===== src/rtl/hazard_pkg.sv =====
// Shared types and constants for the pipeline hazard controller.
package hazard_pkg;

    typedef enum logic [0:0] {
        RUN      = 1'b0,
        MEM_WAIT = 1'b1
    } state_t;

    typedef logic [1:0] fwd_t;

    localparam fwd_t FWD_RF = 2'b00;
    localparam fwd_t FWD_W  = 2'b01;
    localparam fwd_t FWD_M  = 2'b10;

    localparam int unsigned DEF_MEM_TIMEOUT = 64;

endpackage


===== src/rtl/hazard_ctrl_if.sv =====
// Pipeline-side bundle of hazard inputs and stall/flush/forward/counter outputs.
interface hazard_ctrl_if
    import hazard_pkg::*;
#(
    parameter int unsigned DATA_WIDTH     = 32,
    parameter int unsigned REG_ADDR_WIDTH = 5
);
    logic [REG_ADDR_WIDTH-1:0] Rs1D, Rs2D, Rs1E, Rs2E, RdE, RdM, RdW;
    logic                      RegWriteM, RegWriteW, LoadE, PCSrcE;
    logic                      MemReqM, MemReadyM;
    logic                      StallF, StallD, StallE, StallM;
    logic                      FlushD, FlushE, FlushW;
    fwd_t                      ForwardAE, ForwardBE;
    logic                      MemErr;
    logic [DATA_WIDTH-1:0]     StallCnt, FlushCnt;

    modport master (
        output Rs1D, Rs2D, Rs1E, Rs2E, RdE, RdM, RdW,
        output RegWriteM, RegWriteW, LoadE, PCSrcE, MemReqM, MemReadyM,
        input  StallF, StallD, StallE, StallM, FlushD, FlushE, FlushW,
        input  ForwardAE, ForwardBE, MemErr, StallCnt, FlushCnt
    );

    modport slave (
        input  Rs1D, Rs2D, Rs1E, Rs2E, RdE, RdM, RdW,
        input  RegWriteM, RegWriteW, LoadE, PCSrcE, MemReqM, MemReadyM,
        output StallF, StallD, StallE, StallM, FlushD, FlushE, FlushW,
        output ForwardAE, ForwardBE, MemErr, StallCnt, FlushCnt
    );
endinterface


===== src/rtl/hazard_ctrl_fwd_unit.sv =====
// Forward select for one E-stage source operand; M result beats W result.
module fwd_unit
    import hazard_pkg::*;
#(
    parameter int unsigned REG_ADDR_WIDTH = 5
) (
    input  logic [REG_ADDR_WIDTH-1:0] rs,
    input  logic [REG_ADDR_WIDTH-1:0] rd_m,
    input  logic [REG_ADDR_WIDTH-1:0] rd_w,
    input  logic                      regwrite_m,
    input  logic                      regwrite_w,
    output fwd_t                      fwd
);
    always_comb begin
        fwd = FWD_RF;
        if (regwrite_m && rd_m != '0 && rd_m == rs)
            fwd = FWD_M;
        else if (regwrite_w && rd_w != '0 && rd_w == rs)
            fwd = FWD_W;
    end
endmodule


===== src/rtl/hazard_ctrl.sv =====
// Stall/flush sequencing, forwarding and memory-wait timeout for the 5-stage core.
module hazard_ctrl
    import hazard_pkg::*;
#(
    parameter int unsigned DATA_WIDTH     = 32,
    parameter int unsigned REG_ADDR_WIDTH = 5,
    parameter int unsigned MEM_TIMEOUT    = DEF_MEM_TIMEOUT
) (
    input  logic          clk,
    input  logic          rst,
    hazard_ctrl_if.slave  hz
);
    localparam int unsigned CNT_W = (MEM_TIMEOUT > 1) ? $clog2(MEM_TIMEOUT) : 1;
    localparam logic [CNT_W-1:0] CNT_LAST = CNT_W'(MEM_TIMEOUT - 1);

    state_t                state;
    logic [CNT_W-1:0]      wait_cnt;
    logic                  mem_err;
    logic [DATA_WIDTH-1:0] stall_cnt, flush_cnt;
    logic                  lu, hold, timeout;
    logic                  stall_fd, stall_em, flush_d, flush_e, flush_w;
    fwd_t                  fwd_a, fwd_b;

    fwd_unit #(.REG_ADDR_WIDTH(REG_ADDR_WIDTH)) u_fwd_a (
        .rs(hz.Rs1E), .rd_m(hz.RdM), .rd_w(hz.RdW),
        .regwrite_m(hz.RegWriteM), .regwrite_w(hz.RegWriteW), .fwd(fwd_a)
    );

    fwd_unit #(.REG_ADDR_WIDTH(REG_ADDR_WIDTH)) u_fwd_b (
        .rs(hz.Rs2E), .rd_m(hz.RdM), .rd_w(hz.RdW),
        .regwrite_m(hz.RegWriteM), .regwrite_w(hz.RegWriteW), .fwd(fwd_b)
    );

    assign lu = hz.LoadE && hz.RdE != '0 && (hz.RdE == hz.Rs1D || hz.RdE == hz.Rs2D);

    // Wait rules apply from the first unready cycle, including the RUN entry cycle.
    assign hold    = (state == MEM_WAIT) ? !hz.MemReadyM : (hz.MemReqM && !hz.MemReadyM);
    assign timeout = hold && (wait_cnt == CNT_LAST);

    always_comb begin
        stall_fd = 1'b0;
        stall_em = 1'b0;
        flush_d  = 1'b0;
        flush_e  = 1'b0;
        flush_w  = 1'b0;
        if (!rst) begin
            flush_d = 1'b1;
            flush_e = 1'b1;
            flush_w = 1'b1;
        end else if (hold) begin
            stall_fd = 1'b1;
            stall_em = 1'b1;
            flush_w  = 1'b1;
        end else begin
            stall_fd = lu && !hz.PCSrcE;
            flush_d  = hz.PCSrcE;
            flush_e  = hz.PCSrcE || lu;
        end
    end

    always_ff @(posedge clk or negedge rst) begin
        if (!rst) begin
            state     <= RUN;
            wait_cnt  <= '0;
            mem_err   <= 1'b0;
            stall_cnt <= '0;
            flush_cnt <= '0;
        end else begin
            stall_cnt <= stall_cnt + DATA_WIDTH'(stall_fd);
            flush_cnt <= flush_cnt + DATA_WIDTH'(flush_d || flush_e);
            if (timeout) begin
                mem_err  <= 1'b1;
                state    <= RUN;
                wait_cnt <= '0;
            end else if (hold) begin
                state    <= MEM_WAIT;
                wait_cnt <= wait_cnt + CNT_W'(1);
            end else begin
                state    <= RUN;
                wait_cnt <= '0;
            end
        end
    end

    assign hz.StallF    = stall_fd;
    assign hz.StallD    = stall_fd;
    assign hz.StallE    = stall_em;
    assign hz.StallM    = stall_em;
    assign hz.FlushD    = flush_d;
    assign hz.FlushE    = flush_e;
    assign hz.FlushW    = flush_w;
    assign hz.ForwardAE = rst ? fwd_a : FWD_RF;
    assign hz.ForwardBE = rst ? fwd_b : FWD_RF;
    assign hz.MemErr    = mem_err;
    assign hz.StallCnt  = stall_cnt;
    assign hz.FlushCnt  = flush_cnt;
endmodule


===== src/flat_wrapper.sv =====
// flat-port wrapper written by rule: the top's interface ports become plain ports
module hazard_ctrl_flat import hazard_pkg::*;
#(
    parameter int unsigned DATA_WIDTH     = 32,
    parameter int unsigned REG_ADDR_WIDTH = 5,
    parameter int unsigned MEM_TIMEOUT    = DEF_MEM_TIMEOUT
)
  (clk, rst, hz_Rs1D, hz_Rs2D, hz_Rs1E, hz_Rs2E, hz_RdE, hz_RdM, hz_RdW, hz_RegWriteM, hz_RegWriteW, hz_LoadE, hz_PCSrcE, hz_MemReqM, hz_MemReadyM, hz_StallF, hz_StallD, hz_StallE, hz_StallM, hz_FlushD, hz_FlushE, hz_FlushW, hz_ForwardAE, hz_ForwardBE, hz_MemErr, hz_StallCnt, hz_FlushCnt);
  hazard_ctrl_if #(.DATA_WIDTH(DATA_WIDTH), .REG_ADDR_WIDTH(REG_ADDR_WIDTH)) hz_i ();
  input  logic clk;
  input  logic rst;
  input wire logic [$bits(hz_i.Rs1D)-1:0] hz_Rs1D;
  input wire logic [$bits(hz_i.Rs2D)-1:0] hz_Rs2D;
  input wire logic [$bits(hz_i.Rs1E)-1:0] hz_Rs1E;
  input wire logic [$bits(hz_i.Rs2E)-1:0] hz_Rs2E;
  input wire logic [$bits(hz_i.RdE)-1:0] hz_RdE;
  input wire logic [$bits(hz_i.RdM)-1:0] hz_RdM;
  input wire logic [$bits(hz_i.RdW)-1:0] hz_RdW;
  input wire logic [$bits(hz_i.RegWriteM)-1:0] hz_RegWriteM;
  input wire logic [$bits(hz_i.RegWriteW)-1:0] hz_RegWriteW;
  input wire logic [$bits(hz_i.LoadE)-1:0] hz_LoadE;
  input wire logic [$bits(hz_i.PCSrcE)-1:0] hz_PCSrcE;
  input wire logic [$bits(hz_i.MemReqM)-1:0] hz_MemReqM;
  input wire logic [$bits(hz_i.MemReadyM)-1:0] hz_MemReadyM;
  output wire logic [$bits(hz_i.StallF)-1:0] hz_StallF;
  output wire logic [$bits(hz_i.StallD)-1:0] hz_StallD;
  output wire logic [$bits(hz_i.StallE)-1:0] hz_StallE;
  output wire logic [$bits(hz_i.StallM)-1:0] hz_StallM;
  output wire logic [$bits(hz_i.FlushD)-1:0] hz_FlushD;
  output wire logic [$bits(hz_i.FlushE)-1:0] hz_FlushE;
  output wire logic [$bits(hz_i.FlushW)-1:0] hz_FlushW;
  output wire logic [$bits(hz_i.ForwardAE)-1:0] hz_ForwardAE;
  output wire logic [$bits(hz_i.ForwardBE)-1:0] hz_ForwardBE;
  output wire logic [$bits(hz_i.MemErr)-1:0] hz_MemErr;
  output wire logic [$bits(hz_i.StallCnt)-1:0] hz_StallCnt;
  output wire logic [$bits(hz_i.FlushCnt)-1:0] hz_FlushCnt;
  assign hz_i.Rs1D = hz_Rs1D;
  assign hz_i.Rs2D = hz_Rs2D;
  assign hz_i.Rs1E = hz_Rs1E;
  assign hz_i.Rs2E = hz_Rs2E;
  assign hz_i.RdE = hz_RdE;
  assign hz_i.RdM = hz_RdM;
  assign hz_i.RdW = hz_RdW;
  assign hz_i.RegWriteM = hz_RegWriteM;
  assign hz_i.RegWriteW = hz_RegWriteW;
  assign hz_i.LoadE = hz_LoadE;
  assign hz_i.PCSrcE = hz_PCSrcE;
  assign hz_i.MemReqM = hz_MemReqM;
  assign hz_i.MemReadyM = hz_MemReadyM;
  assign hz_StallF = hz_i.StallF;
  assign hz_StallD = hz_i.StallD;
  assign hz_StallE = hz_i.StallE;
  assign hz_StallM = hz_i.StallM;
  assign hz_FlushD = hz_i.FlushD;
  assign hz_FlushE = hz_i.FlushE;
  assign hz_FlushW = hz_i.FlushW;
  assign hz_ForwardAE = hz_i.ForwardAE;
  assign hz_ForwardBE = hz_i.ForwardBE;
  assign hz_MemErr = hz_i.MemErr;
  assign hz_StallCnt = hz_i.StallCnt;
  assign hz_FlushCnt = hz_i.FlushCnt;
  hazard_ctrl #(.DATA_WIDTH(DATA_WIDTH), .REG_ADDR_WIDTH(REG_ADDR_WIDTH), .MEM_TIMEOUT(MEM_TIMEOUT)) u_core (.clk(clk), .rst(rst), .hz(hz_i));
endmodule

===== config.mk =====
export PLATFORM = sky130hd
export DESIGN_NAME = hazard_ctrl_flat
export DESIGN_NICKNAME = d
export VERILOG_FILES = /design/src/rtl/hazard_pkg.sv /design/src/rtl/hazard_ctrl_if.sv /design/src/rtl/hazard_ctrl_fwd_unit.sv /design/src/rtl/hazard_ctrl.sv /design/src/flat_wrapper.sv
export SDC_FILE = /design/constraint.sdc
export NUM_CORES = 1
export LEC_CHECK = 0
export BUFFER_PORTS_ARGS = -buffer_cell sky130_fd_sc_hd__buf_2
export CAP_MARGIN = 5
export CORE_MARGIN = 4
export CORE_UTILIZATION = 35
export CTS_CLUSTER_SIZE = 14
export DETAILED_ROUTE_END_ITERATION = 12
export GPL_TIMING_DRIVEN = 0
export MAX_ROUTING_LAYER = met4
export PLACE_DENSITY = 0.69
export SLEW_MARGIN = 5
export SYNTH_ARGS = -nofsm -noshare
export SYNTH_HDL_FRONTEND = slang
export SYNTH_HIERARCHICAL = 1
export SYNTH_SLANG_ARGS = --single-unit

===== constraint.sdc =====
create_clock -name clk -period 2.77 [get_ports clk]
set_input_delay 0.1385 -clock clk [delete_from_list [all_inputs] [get_ports clk]]
set_output_delay 0.1385 -clock clk [all_outputs]
set_load 0.02 [all_outputs]

==> flow_summary.toml <==
[run_status]
status = "complete, no violations"

[power]
power_density_nw_per_um2 = 581
p_leak_nw = 2.38
max-vdd-ir-drop_uv = 328

[timing]
tns_ps = 0
period_needed_ps = 2500
grt_setup_unrepaired = "false"
clock_skew_ps = 10.4
finalCritPeriodShare_pct = 90.3
setup_viol = 0
slew_headroom_pct = 59.4
hold_violations = 0
tightest_slew_ps = 605
final_max_slew_viol_count = 0
fmax_mhz = 400
fin_hold_ws_ps = 145

[detailed_routing]
dr.pass1.iters = 4
avgRoutedWirePerCell_um = 13.4
viasPerCell = 4.83
routed_wl_um = 8190
drtIter0Drc = 136
ant_nets = 0
via_count = 2949
drc_errors = 0

[flow_run]
drv_cap = 0

[setup_path]
crit_path_max_incr_delay_ps = 600
cp_max_fo = 10
r2r-start = "u_core/state"
cp_num_buf_inv = 1
critPathKind = "primary input to flop"
crit_family = "simple AND/OR/NAND/NOR gates"
rr_worst_depth = 9
path_cells = "buf_2, xor2_1, nor3_1, a22oi_1, o41ai_2, ha_1, nand3_1, nor4_4, nand4_1, xnor2_1"
worst_setup_path_start_kind = "primary input"
cp-end-kind = "flop"
timing.rr.end = "u_core/hz.StallCnt[27]"
path_depth = 10
r2r_slack_ps = 300
critical_path_arrival_ps = 2710
cpMaxStageDelayCell = "nor4_4"
cp-endpoint = "u_core/hz.StallCnt[27]"
critPathLaunch = "hz_RdE[3]"
crit_required_ps = 2980

[cells_and_area]
nFillCells = 981
instances_no_fill = 610
n_antenna_cell = 0
final_cell_mix = "buf_2 (120), dfrtp_1 (72), xnor2_1 (61), nand3_1 (32), xor2_1 (29)"
layout-drive-gt1-share_pct = 33.3
area_growth_pct = 29.6
final_util_pct = 46.3
layout_commonest_cell = "buf_2"
nets = 517

[synthesis]
ys_ff_latch = 72
synth_edf_count = 0
syn-num-nets = 385
ys_warn_count = 6
synth_area_um2 = 3650
synth.avg_cell_area_um2 = 10.8
ys_types = 34
postSynthCellCount = 337
ys_seq_area_share_pct = 49.3
async_reset_ff_share_pct = 100
synth_ff_type = "dfrtp_1"

[die]
rows = 37
die_y_um = 110
ios = 119
dieArea_um2 = 12100
start_util_pct = 35.7
coreArea_um2 = 10200
die_w_um = 110

[placed_design]
dpl.cell_count = 592
hpwlAfterDp_um = 6290
io_buffers = 118
routabilityCongestion = 0.804

[clock_tree]
postCtsSetupBuffers = 0
clkTransAtPathRegs_ps = 70
cts.sinks = 72
cts_tree = "done"
clk_path_buf_depth = 2
clk_latency_ps = 330
htree_levels = 3
root_buffer = "clkbuf_8"
numCtsBuffers = 9

[global_routing]
grt_first_pass_wirelength_um = 13900
antenna_found_initial = 0
grt_overflow = 0
grt_pass1_vias = 2949
grt.total_usage_pct = 14.8
grt_max_degree = 41

[min_path]
holdCritPathClass = "primary input to flop"
hold_start = "hz_MemReadyM"
## per-stage QoR
stage               power (mW)  instance area (µm²)  setup slack (ps)
global route              2.91                 4740              1.11
finish                    2.75                 4740               268
CTS                       2.81                 4730              53.7
floorplan                 1.52                 3660               185
global placement          1.73                 4420             -1150
detailed placement        1.75                 4450              -306
## where the power goes
| part | switching, mW | internal [mW] | leakage [nW] |
|---|---|---|---|
| clock | 0.377 | 0.646 | 0.126 |
| sequential | 0.104 | 1.14 | 0.976 |
| combinational | 0.298 | 0.185 | 1.28 |
| total | 0.779 | 1.97 | 2.38 |
## final cells by class
class | instances | area, µm² | area share (%)
multi-input cells | 252 | 1800 | 38.1
flip-flops and latches | 72 | 1800 | 38.0
repair buffers | 121 | 643 | 13.6
well taps | 136 | 170 | 3.59
clock buffers | 11 | 151 | 3.20
clock inverters | 5 | 103 | 2.17
plain buffers | 8 | 45.0 | 0.951
inverters | 5 | 18.8 | 0.396
## cells in the mapped netlist (3+ instances only)
cell type	count	area (µm²)
xnor2_1	61	534
buf_2	4	20.0
nand4_1	23	144
nor4_1	3	18.8
nor3_1	9	45.0
inv_1	5	18.8
nand2_1	24	90.1
nor2_1	20	75.1
dfrtp_1	72	1800
ha_1	5	62.6
nand3_1	32	160
xor2_1	29	254
and3_1	10	62.6
and4_1	5	43.8
and2_1	7	43.8
## per-layer routing
metal / part of all wire (%) / track usage, % / wire [µm] / vias up
li1: - / - / - / 1435
met1: 43 / 17.7 / 3510 / 1430
met2: 51 / 24.9 / 4180 / 70
met3: 4.9 / 3.61 / 398 / 14
met4: 1.3 / 4.31 / 103 / 0
met5: 0 / - / 0 / -
## logic make-up after synthesis
logic type,share of synthesized area (%)
adder cells (fa/ha/maj),1.71
AND/OR/NAND/NOR,22.6
flip-flops,49.3
AO/OA/AOI/OAI,3.12
buffers and inverters,1.68
XOR/XNOR,21.6
## registers in the layout, indices dropped and copies added, names as in the netlist
signal              cells
u_core/hz.FlushCnt     32
u_core/hz.MemErr        1
u_core/hz.StallCnt     32
u_core/state            1
u_core/wait_cnt         6
## worst reg2reg max path: cells and delay by family, from the launching register on
kind	cells	cell delay [ps]
xor+xnor	1	170
fa+ha+maj	1	270
simple gates	6	1470
flops	1	330
compound gates	1	110
## how the worst min path moves through the flow
| stage | to | slack [ps] | cells after the start |
|---|---|---|---|
| after floorplan | u_core/hz.FlushCnt[0] | -160 | 0 |
| after global placement | u_core/wait_cnt[0] | 450 | 1 |
| after detailed placement | u_core/hz.FlushCnt[6] | 120 | 1 |
| after CTS | u_core/wait_cnt[4] | 110 | 3 |
| after global routing | u_core/wait_cnt[2] | 140 | 3 |
| final | u_core/wait_cnt[4] | 150 | 3 |
## what timing repair did
| action | CTS | global route |
|---|---|---|
| hold buffers | 2 | 0 |
| gates resized for setup | 0 | 3 |
| setup endpoints to repair | 0 | 9 |
| hold endpoints to repair | 32 | 0 |
Power figures use the tool's default switching activity.
